===== config.mk =====
export PLATFORM = sky130hd
export DESIGN_NAME = zint_gen_flat
export DESIGN_NICKNAME = d
export VERILOG_FILES = /design/src/rtl/zint_gen_if.sv /design/src/rtl/zint_gen.sv /design/src/flat_wrapper.sv
export SDC_FILE = /design/constraint.sdc
export NUM_CORES = 1
export LEC_CHECK = 0
export CORE_MARGIN = 3
export CORE_UTILIZATION = 55
export DETAILED_ROUTE_END_ITERATION = 10
export GPL_TIMING_DRIVEN = 0
export HOLD_SLACK_MARGIN = 0.02
export PLACE_DENSITY = 0.74
export RECOVER_POWER = 25
export SYNTH_ARGS = -nofsm -noshare
export SYNTH_HDL_FRONTEND = slang
export SYNTH_SLANG_ARGS = --single-unit

===== constraint.sdc =====
create_clock -name fclk -period 2.1 [get_ports fclk]
set_input_delay 0.21 -clock fclk [delete_from_list [all_inputs] [get_ports fclk]]
set_output_delay 0.21 -clock fclk [all_outputs]
set_load 0.03 [all_outputs]

===== src/rtl/zint_gen_if.sv =====
// rtl/zint_gen_if.sv - raster strobes, config write port and INT outputs of zint_gen
interface zint_gen_if;
    logic       frame_start;
    logic       line_start;
    logic       zpos;
    logic       cfg_we;
    logic [1:0] cfg_addr;
    logic [7:0] cfg_data;
    logic       int_start;
    logic       int_pending;

    modport master (
        output frame_start, line_start, zpos, cfg_we, cfg_addr, cfg_data,
        input  int_start, int_pending
    );

    modport slave (
        input  frame_start, line_start, zpos, cfg_we, cfg_addr, cfg_data,
        output int_start, int_pending
    );
endinterface


===== src/rtl/zint_gen.sv =====
// rtl/zint_gen.sv - raster-position INT start strobe, released on a Z80 clock rising phase
// Optional per-line INT mode: ZINT_LINE_INT_EN
module zint_gen #(
    parameter int HCNT_W = 9,
    parameter int VCNT_W = 9
) (
    input  logic      fclk,
    input  logic      rst_n,
    zint_gen_if.slave bus
);
    typedef enum logic [1:0] {S_IDLE, S_PEND, S_FIRE, S_DONE} state_t;

    state_t            r_state;
    state_t            w_state_nxt;
    logic [HCNT_W-1:0] r_hcnt;
    logic [VCNT_W-1:0] r_vcnt;
    logic [8:0]        r_int_line;
    logic [7:0]        r_int_hpos;
    logic              r_frame_int_en;
    logic              w_line_int_en;
    logic              w_hmatch;
    logic              w_vmatch;
    logic              w_match;
    logic              w_rearm;

    // Counters saturate so a missing frame/line strobe can never wrap into a false match
    always_ff @(posedge fclk or negedge rst_n) begin
        if (!rst_n) begin
            r_hcnt <= '0;
            r_vcnt <= '0;
        end else if (bus.frame_start) begin
            r_hcnt <= '0;
            r_vcnt <= '0;
        end else if (bus.line_start) begin
            r_hcnt <= '0;
            r_vcnt <= (r_vcnt == '1) ? r_vcnt : r_vcnt + VCNT_W'(1);
        end else begin
            r_hcnt <= (r_hcnt == '1) ? r_hcnt : r_hcnt + HCNT_W'(1);
        end
    end

    always_ff @(posedge fclk or negedge rst_n) begin
        if (!rst_n) begin
            r_int_line     <= '0;
            r_int_hpos     <= '0;
            r_frame_int_en <= 1'b1;
        end else if (bus.cfg_we) begin
            case (bus.cfg_addr)
                2'd0: r_int_line[7:0] <= bus.cfg_data;
                2'd1: begin
                    r_int_line[8]  <= bus.cfg_data[0];
                    r_frame_int_en <= bus.cfg_data[7];
                end
                2'd2:    r_int_hpos <= bus.cfg_data;
                default: ;
            endcase
        end
    end

`ifdef ZINT_LINE_INT_EN
    logic r_line_int_en;

    always_ff @(posedge fclk or negedge rst_n) begin
        if (!rst_n) begin
            r_line_int_en <= 1'b0;
        end else if (bus.cfg_we && bus.cfg_addr == 2'd1) begin
            r_line_int_en <= bus.cfg_data[6];
        end
    end

    assign w_line_int_en = r_line_int_en;
`else
    assign w_line_int_en = 1'b0;
`endif

    // int_hpos[8] is architecturally zero, hence the zero-extension of the 8-bit register
    assign w_hmatch = (r_hcnt == HCNT_W'(r_int_hpos));
    assign w_vmatch = (r_vcnt == VCNT_W'(r_int_line));
    assign w_match  = w_hmatch && ((r_frame_int_en && w_vmatch) || w_line_int_en);
    assign w_rearm  = bus.frame_start || (bus.line_start && w_line_int_en);

    always_ff @(posedge fclk or negedge rst_n) begin
        if (!rst_n) begin
            r_state <= S_IDLE;
        end else begin
            r_state <= w_state_nxt;
        end
    end

    // Once PEND is entered the INT is always delivered; frame_start only rearms from DONE
    always_comb begin
        w_state_nxt = r_state;
        case (r_state)
            S_IDLE:  if (w_match) w_state_nxt = S_PEND;
            S_PEND:  if (bus.zpos) w_state_nxt = S_FIRE;
            S_FIRE:  w_state_nxt = S_DONE;
            S_DONE:  if (w_rearm) w_state_nxt = S_IDLE;
            default: w_state_nxt = S_IDLE;
        endcase
    end

    assign bus.int_start   = (r_state == S_FIRE);
    assign bus.int_pending = (r_state == S_PEND);
endmodule


===== src/flat_wrapper.sv =====
// flat-port wrapper written by rule: the top's interface ports become plain ports
module zint_gen_flat 
#(
    parameter int HCNT_W = 9,
    parameter int VCNT_W = 9
)
  (fclk, rst_n, bus_frame_start, bus_line_start, bus_zpos, bus_cfg_we, bus_cfg_addr, bus_cfg_data, bus_int_start, bus_int_pending);
  zint_gen_if bus_i ();
  input  logic fclk;
  input  logic rst_n;
  input wire logic [$bits(bus_i.frame_start)-1:0] bus_frame_start;
  input wire logic [$bits(bus_i.line_start)-1:0] bus_line_start;
  input wire logic [$bits(bus_i.zpos)-1:0] bus_zpos;
  input wire logic [$bits(bus_i.cfg_we)-1:0] bus_cfg_we;
  input wire logic [$bits(bus_i.cfg_addr)-1:0] bus_cfg_addr;
  input wire logic [$bits(bus_i.cfg_data)-1:0] bus_cfg_data;
  output wire logic [$bits(bus_i.int_start)-1:0] bus_int_start;
  output wire logic [$bits(bus_i.int_pending)-1:0] bus_int_pending;
  assign bus_i.frame_start = bus_frame_start;
  assign bus_i.line_start = bus_line_start;
  assign bus_i.zpos = bus_zpos;
  assign bus_i.cfg_we = bus_cfg_we;
  assign bus_i.cfg_addr = bus_cfg_addr;
  assign bus_i.cfg_data = bus_cfg_data;
  assign bus_int_start = bus_i.int_start;
  assign bus_int_pending = bus_i.int_pending;
  zint_gen #(.HCNT_W(HCNT_W), .VCNT_W(VCNT_W)) u_core (.fclk(fclk), .rst_n(rst_n), .bus(bus_i));
endmodule

# Word level (Yosys, flattened, before mapping)
# Index checks and enable logic that the tools add are counted.
# Widths: inputs -> output; s select.
[totals] output_inout_bits=2 reg_bits=38 wordCells=43
[op_classes] n_mux=10 n_addsub=2 reduce_logical=10 n_eq_ne=14
[op_table] op="$mux 9" count=6
[op_table] op="$add 9x1->9 const B" count=2
[op_table] op="$eq 9x9->1 const B" count=2
[op_table] op="$eq 9x8->1" count=1
[op_table] op="$eq 9x9->1" count=1
[op_table] op="$pmux 2 s4" count=1
[op_table] op="$reduce_and 2->1" count=4
[op_table] op="$eq 2x2->1 const B" count=3
[op_table] op="$mux 2" count=3
[op_table] op="$ne 2x2->1 const B" count=3
[op_table] op="$eq 2x1->1 const B" count=2
[op_table] op="$logic_not 2->1" count=2
[op_table] op="$ne 3x3->1 const B" count=1
[op_table] op="$reduce_and 3->1" count=1
[op_table] op="$logic_and 1x1->1" count=2
[op_table] op="$ne 2x1->1 const B" count=1
[op_table] op="$reduce_bool 2->1" count=1

# Longest topological paths before layout
# Gate-level depths: netlist (run 1).
[logic_depth] depth_word=5 ltp_mapped=10

# Least setup slack after synthesis (run 1)
# Ideal clock, no wire load.
[synth_timing] kind="register to register" startpoint="register u_core.r_vcnt[0]" endpoint="register u_core.r_vcnt[7]" synth_period_minus_slack_ns=1.846 stages_incl_launch_ff=11 slack_ns=0.254 t_arrival_ns=1.715 setup_time_ns=0.131 path_cell_list="dfrtp_1 -> ha_1 -> nand3_1 -> nor2_1 -> ha_1 -> nor2b_1 -> clkbuf_1 -> o2111ai_1 -> nor2_1 -> xnor2_1 -> nor2_1"
[synth_via] elab_chain_len=4
[synth_rtl] element="start: declaration" line_no="zint_gen.sv:16" rtl="logic [VCNT_W-1:0] r_vcnt;"
[synth_rtl] element="start signal: assignment" line_no="zint_gen.sv:36" rtl="r_vcnt <= (r_vcnt == '1) ? r_vcnt : r_vcnt + VCNT_W'(1);"
[synth_rtl] element="$add 9x1->9" line_no="zint_gen.sv:36"
[synth_rtl] element="$mux 9" line_no="zint_gen.sv:36"
[synth_rtl] element="$mux 9" line_no="zint_gen.sv:34" rtl="end else if (bus.line_start) begin"
[synth_rtl] element="$mux 9" line_no="zint_gen.sv:31" rtl="end else if (bus.frame_start) begin"
# Several ways; a longest one is shown, not always the timed one. The select of a mux whose other input is x is not followed.
# A chain may end at the register's enable or synchronous reset.

# Worst setup path after layout (run 1)
[layout_timing] startpoint="register u_core.r_state[1]" endpoint="output port bus_int_pending"
[layout_via] elab_chain_len=1
[layout_rtl] element="start: declaration" line_no="zint_gen.sv:13" rtl="state_t r_state;"
[layout_rtl] element="start signal: assignment" line_no="zint_gen.sv:86" rtl="r_state <= w_state_nxt;"
[layout_rtl] element="$eq 2x1->1" line_no="zint_gen.sv:103" rtl="assign bus.int_pending = (r_state == S_PEND);"
[layout_rtl] element="end: declaration" line_no="flat_wrapper.sv:18" rtl="output wire logic [$bits(bus_i.int_pending)-1:0] bus_int_pending;"
# No other way between the ends.

==> results.py, run 1 <==
metrics = {
    "outcome": {
        "status": "finished, final reports clean",
    },
    "grt": {
        "grt_overflow": 0,
        "grt_start_max_net_pins": 39,
        "antenna_found_initial": 0,
        "grt_pass1_vias": 1342,
        "grt_usage": 0.195,
        "grt_pass1_wl_mm": 6.24,
    },
    "setup_path": {
        "critPathMaxFanout": 5,
        "slowest_delay_ps": 670,
        "reg2reg_from": "u_core.r_hcnt[0]$_DFFE_PN0P_",
        "cp_slowest_cell": "clkdlybuf4s50_1",
        "criticalPathCategory": "flip-flop to primary output",
        "worst_setup_path_start_kind": "flip-flop",
        "path_cells": "inv_1, ha_1, clkdlybuf4s50_1",
        "reg2reg_slack_ps": 150,
        "reg2reg_to": "u_core.r_hcnt[5]$_DFFE_PN0P_",
        "end_kind": "primary output",
        "rr_worst_depth": 7,
        "critPathRequiredTime_ps": 1890,
        "worst_ep_arrival_time_ps": 1770,
    },
    "clock_tree": {
        "cts_tree": "built",
        "clk_pin_slew_ps": 110,
        "cts_buffer_depth": 2,
        "cts_root_buf": "clkbuf_4",
        "clock_latency_ps": 340,
        "h-tree-depth": 2,
        "clock_sink_count": 38,
        "numCtsBuffers": 5,
    },
    "placement": {
        "place.gp.congestion": 0.757,
        "dp.cells": 240,
        "dp_slack_ps": 36.9,
        "post-dp-hpwl_mm": 2.70,
        "post_dp_cell_area_um2": 2220,
        "io_buffers": 17,
    },
    "final_layout": {
        "multi_input_area_um2": 1010,
        "drive_gt1_frac": 0.172,
        "fillers": 279,
        "final_cell_area_um2": 2320,
        "layoutNonFillerInstCount": 250,
        "register_area_um2": 952,
        "n_antenna_cell": 0,
        "final_nets": 228,
        "area_growth_pct": 16.1,
    },
    "route": {
        "wire_per_inst_um": 14.3,
        "dr_total_vias": 1324,
        "dr.pass1.iters": 4,
        "viasPerCell": 5.30,
        "drtAntennaViolNets": 0,
        "drtIter0Drc": 39,
        "drt_drc_violations_left": 0,
        "wirelength_mm": 3.57,
    },
    "timing": {
        "clock.fmax_ghz": 0.504,
        "whs_ps": 497,
        "fin_ws_ps": 115,
        "finalSetupViolCount": 0,
        "period_needed_ps": 1980,
        "tightest_slew_ps": 922,
        "drv_slew": 0,
        "finClkSkew_ps": 8.45,
        "slew_headroom": 0.385,
        "post-route-period-util": 0.945,
        "hold_viol": 0,
    },
    "hold_path": {
        "hold_class": "primary input to flip-flop",
        "hold_end": "u_core.r_int_hpos[2]$_DFFE_PN0P_",
        "holdPathStages": 2,
        "hp-start": "bus_cfg_data[2]",
    },
    "yosys": {
        "seq_area_frac_synth": 0.476,
        "synth_area_per_cell_um2": 11.3,
        "postSynthCellCount": 177,
        "synthesis.nets": 202,
        "ys_ff_latch": 38,
        "yosys_warnings": 0,
        "synth_cell_type_count": 33,
        "synthesis.area_um2": 2000,
    },
    "die": {
        "row_count": 21,
        "die_y_um": 66.3,
        "die_x_um": 66.3,
        "ioPinCount": 18,
        "dieArea_um2": 4400,
        "design.core.area_um2": 3420,
        "start_util": 0.586,
    },
    "power_and_ir_drop": {
        "p_per_area_nw_per_um2": 831,
        "cellLeakagePower_uw": 0.00106,
        "irDropWorstVdd_v": 0.000488,
    },
    "run": {
        "cap_violations": 0,
    },
}
[cell type report]
type | count | share of cell area
repair buffers | 19 | 0.0786
clock buffers | 7 | 0.0194
clock inverters | 1 | 0.0129
multi-input cells | 130 | 0.433
inverters | 4 | 0.00646
plain buffers | 5 | 0.0151
flip-flops and latches | 38 | 0.410
well taps | 46 | 0.0248
[worst max-delay path by stage]
stage,from,to,cells past startpoint
4_1_cts,u_core.r_vcnt[0]$_DFFE_PN0P_,u_core.r_vcnt[5]$_DFFE_PN0P_,10
3_5_place_dp,u_core.r_vcnt[0]$_DFFE_PN0P_,u_core.r_vcnt[5]$_DFFE_PN0P_,10
3_3_place_gp,rst_n,u_core.r_vcnt[8]$_DFFE_PN0P_,1
5_1_grt,u_core.r_hcnt[0]$_DFFE_PN0P_,u_core.r_hcnt[5]$_DFFE_PN0P_,7
6_report,u_core.r_state[1]$_DFFE_PN0P_,bus_int_pending,3
2_1_floorplan,u_core.r_vcnt[0]$_DFFE_PN0P_,u_core.r_vcnt[7]$_DFFE_PN0P_,10
[stage by stage]
step | util | total power (uW) | setup TNS (ps)
finish | 0.680 | 1930 | 0
detailed placement | 0.651 | 1460 | 0
global route | 0.680 | 2050 | -43.0
CTS | 0.676 | 1940 | 0
global placement | 0.652 | 1430 | -73.9
floorplan | - | 1300 | 0
[cell usage in the layout, fill, tap and decap left out, types with 2 or more instances in the layout]
master / count
buf_6: 2
nand4_1: 4
mux2_2: 19
clkbuf_4: 5
dlygate4sd3_1: 2
nand2_1: 8
a21oi_1: 2
mux2i_1: 6
o21ai_0: 2
xnor2_1: 4
clkdlybuf4s50_1: 15
nand3_1: 5
or3_1: 2
nor4_1: 3
dfrtp_1: 37
nand3b_1: 2
xor2_1: 25
and3_1: 2
clkbuf_1: 4
ha_1: 9
nor2_1: 22
nor2b_1: 2
nand4b_1: 2
inv_1: 4
[critical path: cells and delay by family, from the launching register on]
kind / cells / cell delay [ps]
flops: 1 / 440
fa+ha+maj: 1 / 180
buf+inv: 2 / 810
[sequential cells by signal (all words and copies together), names as in the netlist]
signal / count
u_core.r_int_hpos: 8
u_core.r_hcnt: 9
u_core.r_int_line: 9
u_core.r_state: 2
u_core.r_vcnt: 9
u_core.r_frame_int_en: 1
[layer usage]
metal / track usage / wire length, um
met1: 0.253 / 1680
met2: 0.304 / 1670
met3: 0.0578 / 165
met4: 0.0761 / 54
met5: 0 / 0
[cells by family after synthesis]
logic type	after synthesis	share of synthesized area
compound gates	7	0.0213
xor+xnor	29	0.127
fa+ha+maj	9	0.0563
buf+inv	9	0.0244
flops	38	0.476
mux	25	0.137
simple gates	60	0.158
[repair_timing]
item | CTS | global route
endpoints found under the hold margin | 37 | 0
hold buffers | 1 | 0
endpoints found under the setup margin | 0 | 7
buffers inserted | 0 | 1
resized for setup | 0 | 4
[where the power goes]
group	switching, uW	internal, uW
registers	82.4	828
logic	265	269
clock network	232	253
[cells in the mapped netlist]
cell type   n  area share
dfrtp_1    37        0.46
xor2_1     25        0.11
nor2_1     22       0.041
mux2_2     19        0.11
ha_1        9       0.056
nand2_1     8       0.015
mux2i_1     6       0.030
nand3_1     5       0.013
inv_1       4      0.0075
nand4_1     4       0.013
xnor2_1     4       0.018
clkbuf_1    3      0.0056
nor4_1      3      0.0094
a21oi_1     2      0.0050
and3_1      2      0.0063
buf_6       2       0.011
nand3b_1    2      0.0075
nand4b_1    2      0.0088
nor2b_1     2      0.0063
o21ai_0     2      0.0050
or3_1       2      0.0063
a22oi_1     1      0.0038
a31oi_1     1      0.0031
and2_1      1      0.0031
dfstp_2     1       0.013
nand2b_1    1      0.0031
nor3_1      1      0.0025
nor3b_1     1      0.0038
nor3b_2     1      0.0063
nor4_2      1      0.0063
o2111ai_1   1      0.0044
or2_2       1      0.0031
or3b_1      1      0.0044
Note: power is estimated with default switching activity, not from simulation.
==> run 2: changes to the inputs <==
Settings changed: CORE_MARGIN 3 to unset.
Clock period 2.1 ns to 2.4 ns, I/O delays scaled along.
==> run 2 against run 1 <==
Against the previous run:
- die area shrank 12%
- sequential power shrank 13%
- power shrank 19%
- sequential cell count is the same
- largest cell class unchanged
==> results.py, run 2 (synthesis gave the netlist of run 1 again) <==
metrics = {
    "route": {
        "drtAntennaViolNets": 0,
        "wirelength_mm": 3.49,
        "dr.pass1.iters": 4,
        "drt_drc_violations_left": 0,
        "wire_per_inst_um": 14.0,
        "viasPerCell": 5.38,
        "dr_total_vias": 1340,
        "drtIter0Drc": 43,
    },
    "die": {
        "ioPinCount": 18,
        "row_count": 21,
        "start_util": 0.586,
        "die_x_um": 62.3,
        "dieArea_um2": 3880,
        "design.core.area_um2": 3420,
        "die_y_um": 62.3,
    },
    "clock_tree": {
        "cts_buffer_depth": 2,
        "clk_pin_slew_ps": 100,
        "cts_tree": "built",
        "cts_root_buf": "clkbuf_4",
        "h-tree-depth": 2,
        "clock_sink_count": 38,
        "cts_resized": 0,
        "cts_setup_buffers": 0,
        "cts_hold_buf": 1,
        "numCtsBuffers": 5,
        "clock_latency_ps": 340,
    },
    "grt": {
        "grt_start_max_net_pins": 39,
        "antenna_found_initial": 0,
        "grt_usage": 0.206,
        "grt_overflow": 0,
        "grt_pass1_vias": 1354,
        "grt_pass1_wl_mm": 6.11,
    },
    "timing": {
        "period_needed_ps": 2040,
        "drv_slew": 0,
        "tightest_slew_ps": 915,
        "hold_viol": 0,
        "finClkSkew_ps": 17.1,
        "post-route-period-util": 0.851,
        "rsz0062_at_grt": "no",
        "clock.fmax_ghz": 0.490,
        "timing.setup.tns_ps": 0,
        "finalSetupViolCount": 0,
        "slew_headroom": 0.390,
    },
    "final_layout": {
        "area_growth_pct": 14.2,
        "finalCoreUtilization": 0.669,
        "register_area_um2": 952,
        "fillers": 291,
        "drive_gt1_frac": 0.163,
        "final_common_cell": "dfrtp_1",
        "multi_input_area_um2": 1000,
        "top_regs": "u_core.r_hcnt x9, u_core.r_int_line x9, u_core.r_vcnt x9",
        "layout_common_cells": "dfrtp_1 (37), xor2_1 (25), nor2_1 (22)",
        "final_nets": 227,
        "n_antenna_cell": 0,
    },
    "hold_path": {
        "hp-start": "u_core.r_int_hpos[2]$_DFFE_PN0P_",
        "hold_class": "flip-flop to flip-flop",
        "holdPathStages": 1,
        "hold_end": "u_core.r_int_hpos[2]$_DFFE_PN0P_",
    },
    "setup_path": {
        "reg2reg_slack_ps": 360,
        "worst_ep_arrival_time_ps": 2250,
        "crit_family": "flip-flops",
        "critPathMaxFanout": 6,
        "rr_worst_depth": 10,
        "slowest_delay_ps": 450,
        "criticalPathCategory": "flip-flop to flip-flop",
        "cp_num_buf_inv": 1,
        "critPathRequiredTime_ps": 2610,
        "cpMostUsedCell": "nor2_1",
        "cp_slowest_cell": "dfrtp_1",
        "worst_setup_path_start_kind": "flip-flop",
        "reg2reg_to": "u_core.r_vcnt[5]$_DFFE_PN0P_",
        "end_kind": "flip-flop",
        "path_cells": "ha_1, nand3_1, nor2_1, ha_1, nor2b_1, clkbuf_1, o2111ai_1, nor2_1, xnor2_1, nor2_1",
        "reg2reg_from": "u_core.r_vcnt[0]$_DFFE_PN0P_",
    },
    "placement": {
        "io_buffers": 17,
        "place.gp.congestion": 0.752,
        "post-dp-hpwl_mm": 2.66,
    },
    "power_and_ir_drop": {
        "p_per_area_nw_per_um2": 687,
        "irDropWorstVdd_v": 0.000307,
        "cellLeakagePower_uw": 0.00105,
    },
    "run": {
        "cap_violations": 0,
    },
    "outcome": {
        "status": "finished, final reports clean",
    },
}
[run 2: cell count changes in the layout (fill, tap and decap cells not counted), sizes merged]
cell    previous run  this run
buf                4         2
clkinv             0         2
bufinv             1         0
[run 2: per-stage QoR]
stage / cells / area [um2] / hold WS (ps) / total power (uW) / setup WS [ps]
2_1_floorplan: 177 / 2000 / -55.6 / 1130 / 554
3_3_place_gp: 240 / 2230 / 507 / 1250 / 266
3_5_place_dp: 240 / 2220 / 384 / 1270 / 362
4_1_cts: 249 / 2280 / 535 / 1590 / 340
5_1_grt: 249 / 2280 / 529 / 1680 / 112
6_report: 249 / 2280 / 535 / 1570 / 357
[run 2: worst max-delay path by stage]
stage                            startpoint                           end  cells past startpoint
3_5_place_dp   u_core.r_vcnt[0]$_DFFE_PN0P_  u_core.r_vcnt[5]$_DFFE_PN0P_                     10
3_3_place_gp                          rst_n  u_core.r_vcnt[8]$_DFFE_PN0P_                      1
2_1_floorplan  u_core.r_vcnt[0]$_DFFE_PN0P_  u_core.r_vcnt[7]$_DFFE_PN0P_                     10
6_report       u_core.r_vcnt[0]$_DFFE_PN0P_  u_core.r_vcnt[5]$_DFFE_PN0P_                     10
5_1_grt        u_core.r_vcnt[0]$_DFFE_PN0P_  u_core.r_vcnt[5]$_DFFE_PN0P_                     10
4_1_cts        u_core.r_vcnt[0]$_DFFE_PN0P_  u_core.r_vcnt[5]$_DFFE_PN0P_                     10
[run 2: final cells by class]
| cell class | count | share of cell area |
|---|---|---|
| Timing Repair Buffer | 18 | 0.0767 |
| Clock buffer | 6 | 0.0181 |
| Multi-Input combinational cell | 130 | 0.438 |
| Clock inverter | 2 | 0.00438 |
| Tap cell | 46 | 0.0252 |
| Inverter | 4 | 0.00657 |
| Sequential cell | 38 | 0.417 |
| Buffer | 5 | 0.0148 |
[run 2: power by group]
part | leakage, uW | internal (uW) | total [uW] | switching [uW]
sequential | 0.000484 | 725 | 796 | 71.7
combinational | 0.000534 | 235 | 464 | 229
clock | 0.0000320 | 112 | 310 | 198
total | 0.00105 | 1070 | 1570 | 499
[run 2: layer usage]
metal | global-route usage | part of all wire
met3 | 0.0607 | 0.037
met4 | 0.0756 | 0.015
met2 | 0.334 | 0.48
met5 | 0 | 0
met1 | 0.262 | 0.46
==> run 3: changes to the inputs <==
Settings changed: CORE_UTILIZATION 55 to 51, PLACE_DENSITY 0.74 to 0.72.
Clock period 2.4 ns to 1.75 ns, I/O delays scaled along.
==> run 3 against run 2 <==
Against the previous run:
- the flow now finishes with violations (negative setup slack)
- cell count is 8.4% higher
- wire length is 25% higher
- power is 60% higher
- count of clock-buffer cells in the layout is 2 higher
- first-iteration DRC count is 42% higher
- sequential share of layout area is 4.6 points lower
- setup slack worse by 420 ps
- sequential power is 37% higher
- fmax is 13% higher
==> results.py, run 3 (synthesis gave the netlist of run 1 again) <==
metrics = {
    "placement": {
        "place.gp.congestion": 0.785,
        "dp_slack_ps": -183,
        "io_buffers": 17,
        "post-dp-hpwl_mm": 2.85,
    },
    "setup_path": {
        "criticalPathCategory": "flip-flop to flip-flop",
        "worst_setup_path_start_kind": "flip-flop",
        "reg2reg_slack_ps": -60,
        "path_cells": "buf_4, xor2_1, nor3b_2, nand2_1, a31oi_1, or3b_1",
        "critPathRequiredTime_ps": 1930,
        "cp_slowest_cell": "dfrtp_2",
        "critPathMaxFanout": 4,
        "slowest_delay_ps": 440,
        "worst_ep_arrival_time_ps": 1990,
        "crit_family": "simple AND/OR/NAND/NOR gates",
        "cp_num_buf_inv": 1,
        "end_kind": "flip-flop",
    },
    "power_and_ir_drop": {
        "p_seq_frac": 0.436,
        "power_frac_clock": 0.279,
        "netSwitchingFraction": 0.304,
        "cellLeakagePower_uw": 0.00116,
        "power_frac_comb": 0.285,
        "p_switching_uw": 763,
        "irDropWorstVdd_v": 0.000467,
        "p_per_area_nw_per_um2": 970,
        "p_int_uw": 1750,
    },
    "final_layout": {
        "layout_common_cells": "dfrtp_1 (32), xor2_1 (25), buf_4 (19), nor2_1 (19), mux2_2 (19)",
        "final_nets": 246,
        "n_antenna_cell": 0,
        "area_growth_pct": 29.3,
        "drive_gt1_frac": 0.347,
        "final_common_cell": "dfrtp_1",
        "top_regs": "u_core.r_hcnt x9, u_core.r_int_line x9, u_core.r_vcnt x9",
    },
    "grt": {
        "grt_overflow": 0,
        "grt_pass1_vias": 1520,
        "antenna_found_initial": 0,
        "grt_usage": 0.233,
        "grt_start_max_net_pins": 39,
        "grt_pass1_wl_mm": 7.13,
    },
    "route": {
        "wirelength_mm": 4.35,
        "dr.pass1.iters": 4,
        "dr_total_vias": 1481,
        "viasPerCell": 5.49,
        "drt_drc_violations_left": 0,
        "wire_per_inst_um": 16.1,
        "drtAntennaViolNets": 0,
        "drtIter0Drc": 61,
    },
    "die": {
        "design.core.area_um2": 3720,
        "die_x_um": 64.6,
        "start_util": 0.538,
        "ioPinCount": 18,
        "row_count": 22,
        "die_y_um": 64.6,
        "dieArea_um2": 4180,
    },
    "timing": {
        "timing.setup.tns_ps": -202,
        "clock.fmax_ghz": 0.551,
        "slew_headroom": 0.364,
        "hold_viol": 0,
        "period_needed_ps": 1810,
        "fin_ws_ps": -64.0,
        "post-route-period-util": 1.04,
        "drv_slew": 0,
        "finClkSkew_ps": 8.94,
        "rsz0062_at_grt": "yes",
        "tightest_slew_ps": 955,
        "finalSetupViolCount": 5,
    },
    "run": {
        "cap_violations": 0,
    },
    "clock_tree": {
        "clk_pin_slew_ps": 80,
        "clock_latency_ps": 300,
        "h-tree-depth": 2,
        "cts_root_buf": "clkbuf_8",
        "cts_buffer_depth": 2,
        "clock_sink_count": 38,
        "numCtsBuffers": 5,
        "cts_tree": "built",
    },
    "outcome": {
        "status": "finished, violations left",
        "violations": "negative setup slack",
    },
    "hold_path": {
        "hold_class": "flip-flop to flip-flop",
    },
}
==> run 3: cell types whose count changed in the layout (fill, tap and decap cells not counted), moves of 4 or more <==
cell / change
ha_1: -4
dfrtp_1: -5
dfrtp_2: +5
clkbuf_4: -5
buf_4: +19
clkbuf_8: +8
==> run 3: timing repair <==
| action | in CTS | in global routing |
|---|---|---|
| pin swaps | 12 | 11 |
| hold endpoints to repair | 37 | 0 |
| resized for setup | 12 | 14 |
| setup endpoints to repair | 13 | 15 |
| setup buffers | 11 | 8 |
| hold buffers | 1 | 0 |
==> run 3: cell type report <==
type	count	area, um2
Fill cell	278	1130
Multi-Input combinational cell	130	1090
Sequential cell	38	958
Timing Repair Buffer	37	319
Clock buffer	8	110
Tap cell	48	60.1
Buffer	5	37.5
Inverter	4	15.0
==> run 3: per-stage QoR <==
step,area [um2],hold WS [ps],util,total power (uW),cells
after global placement,2250,508,0.605,1730,242
final,2590,530,0.696,2510,270
after detailed placement,2240,324,0.604,1780,242
after global routing,2590,537,0.696,2680,270
after floorplan,2020,-121,-,1570,177
after CTS,2480,529,0.668,2500,262
==> run 3: power by group through the flow <==
stage / sequential (uW) / combinational, uW / clock, uW
final: 1090 / 715 / 700
after global routing: 1110 / 807 / 761
after CTS: 1090 / 693 / 715
after detailed placement: 1110 / 667 / 0
after global placement: 1100 / 622 / 0
after floorplan: 1080 / 483 / 0
==> run 3: worst paths after layout <==
check	start	end	depth (start not counted)
worst min register to register	u_core.r_int_line[7]$_DFFE_PN0P_	u_core.r_int_line[7]$_DFFE_PN0P_	1
worst min-delay path	u_core.r_int_line[7]$_DFFE_PN0P_	u_core.r_int_line[7]$_DFFE_PN0P_	1
worst max-delay path	u_core.r_vcnt[0]$_DFFE_PN0P_	u_core.r_state[1]$_DFFE_PN0P_	6
min in group asynchronous	rst_n	u_core.r_hcnt[6]$_DFFE_PN0P_	2
max in group asynchronous	rst_n	u_core.r_vcnt[0]$_DFFE_PN0P_	2
worst max register to register	u_core.r_vcnt[0]$_DFFE_PN0P_	u_core.r_state[1]$_DFFE_PN0P_	6
==> run 3: routing by layer <==
layer	part of all wire	GRT usage	up-vias
li1	-	-	694
met1	0.43	0.293	749
met2	0.51	0.379	31
met3	0.041	0.0493	7
met4	0.018	0.114	0
met5	0	0	-
==> run 3: worst reg2reg max path, cell delays in order, from the launching register on <==
cell and delay, ps:
dfrtp_2 440, buf_4 150, xor2_1 170, nor3b_2 290, nand2_1 120, a31oi_1 190, or3b_1 360
==> RTL edit, RTL diff (config.mk and constraints of run 3) <==
`HCNT_W` is set to 9 in 2 places; all go to 13.
--- a/src/rtl/zint_gen.sv
+++ b/src/rtl/zint_gen.sv
@@ -1,7 +1,7 @@
 // rtl/zint_gen.sv - raster-position INT start strobe, released on a Z80 clock rising phase
 // Optional per-line INT mode: ZINT_LINE_INT_EN
 module zint_gen #(
-    parameter int HCNT_W = 9,
+    parameter int HCNT_W = 13,
     parameter int VCNT_W = 9
 ) (
     input  logic      fclk,
--- a/src/flat_wrapper.sv
+++ b/src/flat_wrapper.sv
@@ -1,7 +1,7 @@
 // flat-port wrapper written by rule: the top's interface ports become plain ports
 module zint_gen_flat 
 #(
-    parameter int HCNT_W = 9,
+    parameter int HCNT_W = 13,
     parameter int VCNT_W = 9
 )
   (fclk, rst_n, bus_frame_start, bus_line_start, bus_zpos, bus_cfg_we, bus_cfg_addr, bus_cfg_data, bus_int_start, bus_int_pending);
Formal check against the unedited RTL: no difference found for any inputs over 10 cycles, from zero or initial values and one cycle with rst_n low; that may be too few to reach the edited logic, so the function may still have changed.
==> RTL edit against run 3 <==
- sequential share of layout area increased by 1.7 points
- power is 2.2% higher
- cell area is 5.3% higher
- sequential cell count increased by 4
- worst setup slack improved by 93 ps
- first-iteration DRC count up 31%
- highest routed layer unchanged
- area after synthesis grew 11%
- wire length up 2.3%
==> RTL edit: results (changes against run 3) <==
| Item | Value | Unit | vs run 3 |
|:---|:---|:---|:---|
| Max-slew headroom at the worst pin | 48.2 | % | +12 points |
| Drt pass-1 iters | 4 | - | unchanged |
| Fraction of layout instances using a drive strength above 1 | 24.9 | % | -9.8 points |
| Clk buf depth | 2 | - | unchanged |
| Wire length of the first global-routing pass | 6930 | um | -2.8% |
| Critical Path Source Type | flip-flop | - |  |
| DRT Wirelength | 4450 | um | +2.3% |
| Count of different cell masters after synthesis | 38 | - | +15% |
| Hold crit path type | in2async | - |  |
| Number of nets produced by synthesis | 230 | - | +14% |
| Deepest level of the CTS H-tree | 2 | - | unchanged |
| Wirelength per Cell | 15.1 | um | -6.4% |
| Synth cell count leaders | dfrtp_1, nor2_1, xor2_1 | - |  |
| Async SR Flop Fraction | 100 | % | unchanged |
| Pleak | 1.22 | nW | +5.2% |
| Worst-case clock skew | 10.5 | ps | +1.56 ps |
| Layout filler cell count | 336 | - | +21% |
| Outcome | completed | - |  |
| Placed Area | 2470 | sq um | +10% |
| Vias/cell | 5.46 | - | -0.50% |
| Count of port buffers added during placement | 17 | - | unchanged |
| Yosys Warn Count | 0 | - | unchanged |
| # placed instances | 274 | - | +13% |
| Antenna violations before repair | 0 | - | unchanged |
| Critical R2R Launch | u_core.r_vcnt[0]$_DFFE_PN0P_ | - |  |
| Clock edge transition at the registers on the reported setup and hold paths | 80 | ps | about the same |
| Count of cells along the worst register-to-register path | 9 | - | +3 |
| Maximum number of pins on one net before global-route repair | 34 | - | -13% |
| Biggest area contributors in the synthesized netlist | dfrtp_1, mux2_2, xor2_1 | - |  |
| Vias in the first global route | 1449 | - | -4.7% |
| Num CTS Buffers | 5 | - | unchanged |
| Clock root buffer | clkbuf_8 | - |  |
| Placed wire-length estimate after detailed placement | 3020 | um | +6.0% |
| Number of inserted diodes | 0 | - | unchanged |
| Critical Path Fanout Max | 4 | - | unchanged |
| Post-Place Worst Slack | -243 | ps | -60.3 ps |
| Overall routing resource usage | 21.2 | % | -2.1 points |
| Worst skew pair latency | 300 | ps | about the same |
| Crit path from | u_core.r_vcnt[0]$_DFFE_PN0P_ | - |  |
| Endpoint arrival time on the critical path | 1890 | ps | -100 ps |
| Weighted congestion at the end of routability-driven global placement | 0.793 | - | +0.99% |
| Synth Area per Inst | 10.8 | sq um | -4.6% |
| Sequential-to-total area share from yosys stat | 47.4 | % | -0.24 points |
| IR drop worst, VDD | 0.464 | mV | -0.61% |
| 1st-iter DRT viols | 80 | - | +31% |
| Regs by FF count | u_core.r_hcnt: 13 flops, u_core.r_int_line: 9 flops, u_core.r_vcnt: 9 flops | - |  |
==> RTL edit: area by class of cell <==
cell class              instances  area share [%]
well taps                      50            2.30
flip-flops and latches         42            38.8
plain buffers                   2           0.275
multi-input cells             155            43.6
inverters                       5           0.689
clock buffers                   6            2.66
repair buffers                 33            10.3
clock inverters                 2            1.38
==> RTL edit: where the power goes <==
group / internal (mW) / switching (mW) / leakage [nW]
logic: 0.295 / 0.327 / 0.637
registers: 1.09 / 0.0931 / 0.535
clock network: 0.426 / 0.335 / 0.0514
==> RTL edit: metrics by stage <==
stage               utilization, %  hold slack [ps]
global placement              60.1              509
CTS                           65.1              276
global route                  66.7              420
detailed placement            60.4             57.7
finish                        66.7              360
floorplan                        -             -121
==> RTL edit: cells by family (layout without fill, tap and decap cells) <==
family | Yosys count | after routing | share of synthesized area (%)
mux | 22 | 22 | 10.9
fa+ha+maj | 8 | 8 | 4.50
xor+xnor | 31 | 31 | 12.2
simple gates | 80 | 80 | 18.8
buf+inv | 9 | 48 | 1.58
flops | 42 | 42 | 47.4
compound gates | 14 | 14 | 4.62
==> RTL edit: worst paths after layout <==
path | end | slack (ps)
min | u_core.r_hcnt[3]$_DFFE_PN0P_ | 360
min in group fclk | u_core.r_int_hpos[2]$_DFFE_PN0P_ | 510
max reg2reg | u_core.r_vcnt[5]$_DFFE_PN0P_ | 30
max | u_core.r_vcnt[5]$_DFFE_PN0P_ | 30
max in group asynchronous | u_core.r_vcnt[5]$_DFFE_PN0P_ | 250
min reg2reg | u_core.r_int_hpos[5]$_DFFE_PN0P_ | 530
==> RTL edit: routing by layer <==
layer	part of all wire, %	up-vias	track usage, %
met5	0	-	0
met4	1.3	0	6.25
met3	4.5	5	6.17
met2	46	35	30.9
met1	48	770	30.5
li1	-	800	-
==> RTL edit: critical path, cell delays in order, from the launching register on <==
cell,delay [ps]
dfrtp_1,410
ha_2,200
nand3_2,60
nor2_2,40
ha_2,180
nor2b_4,180
o2111ai_4,180
nor2_2,150
xnor2_1,120
nor2_1,50
==> RTL edit: what timing repair did <==
action	CTS	global route
hold endpoints to repair	9	0
gates resized for setup	11	7
hold buffers	1	0
endpoints found under the setup margin	7	8
pin swaps	5	10
buffers inserted	5	9
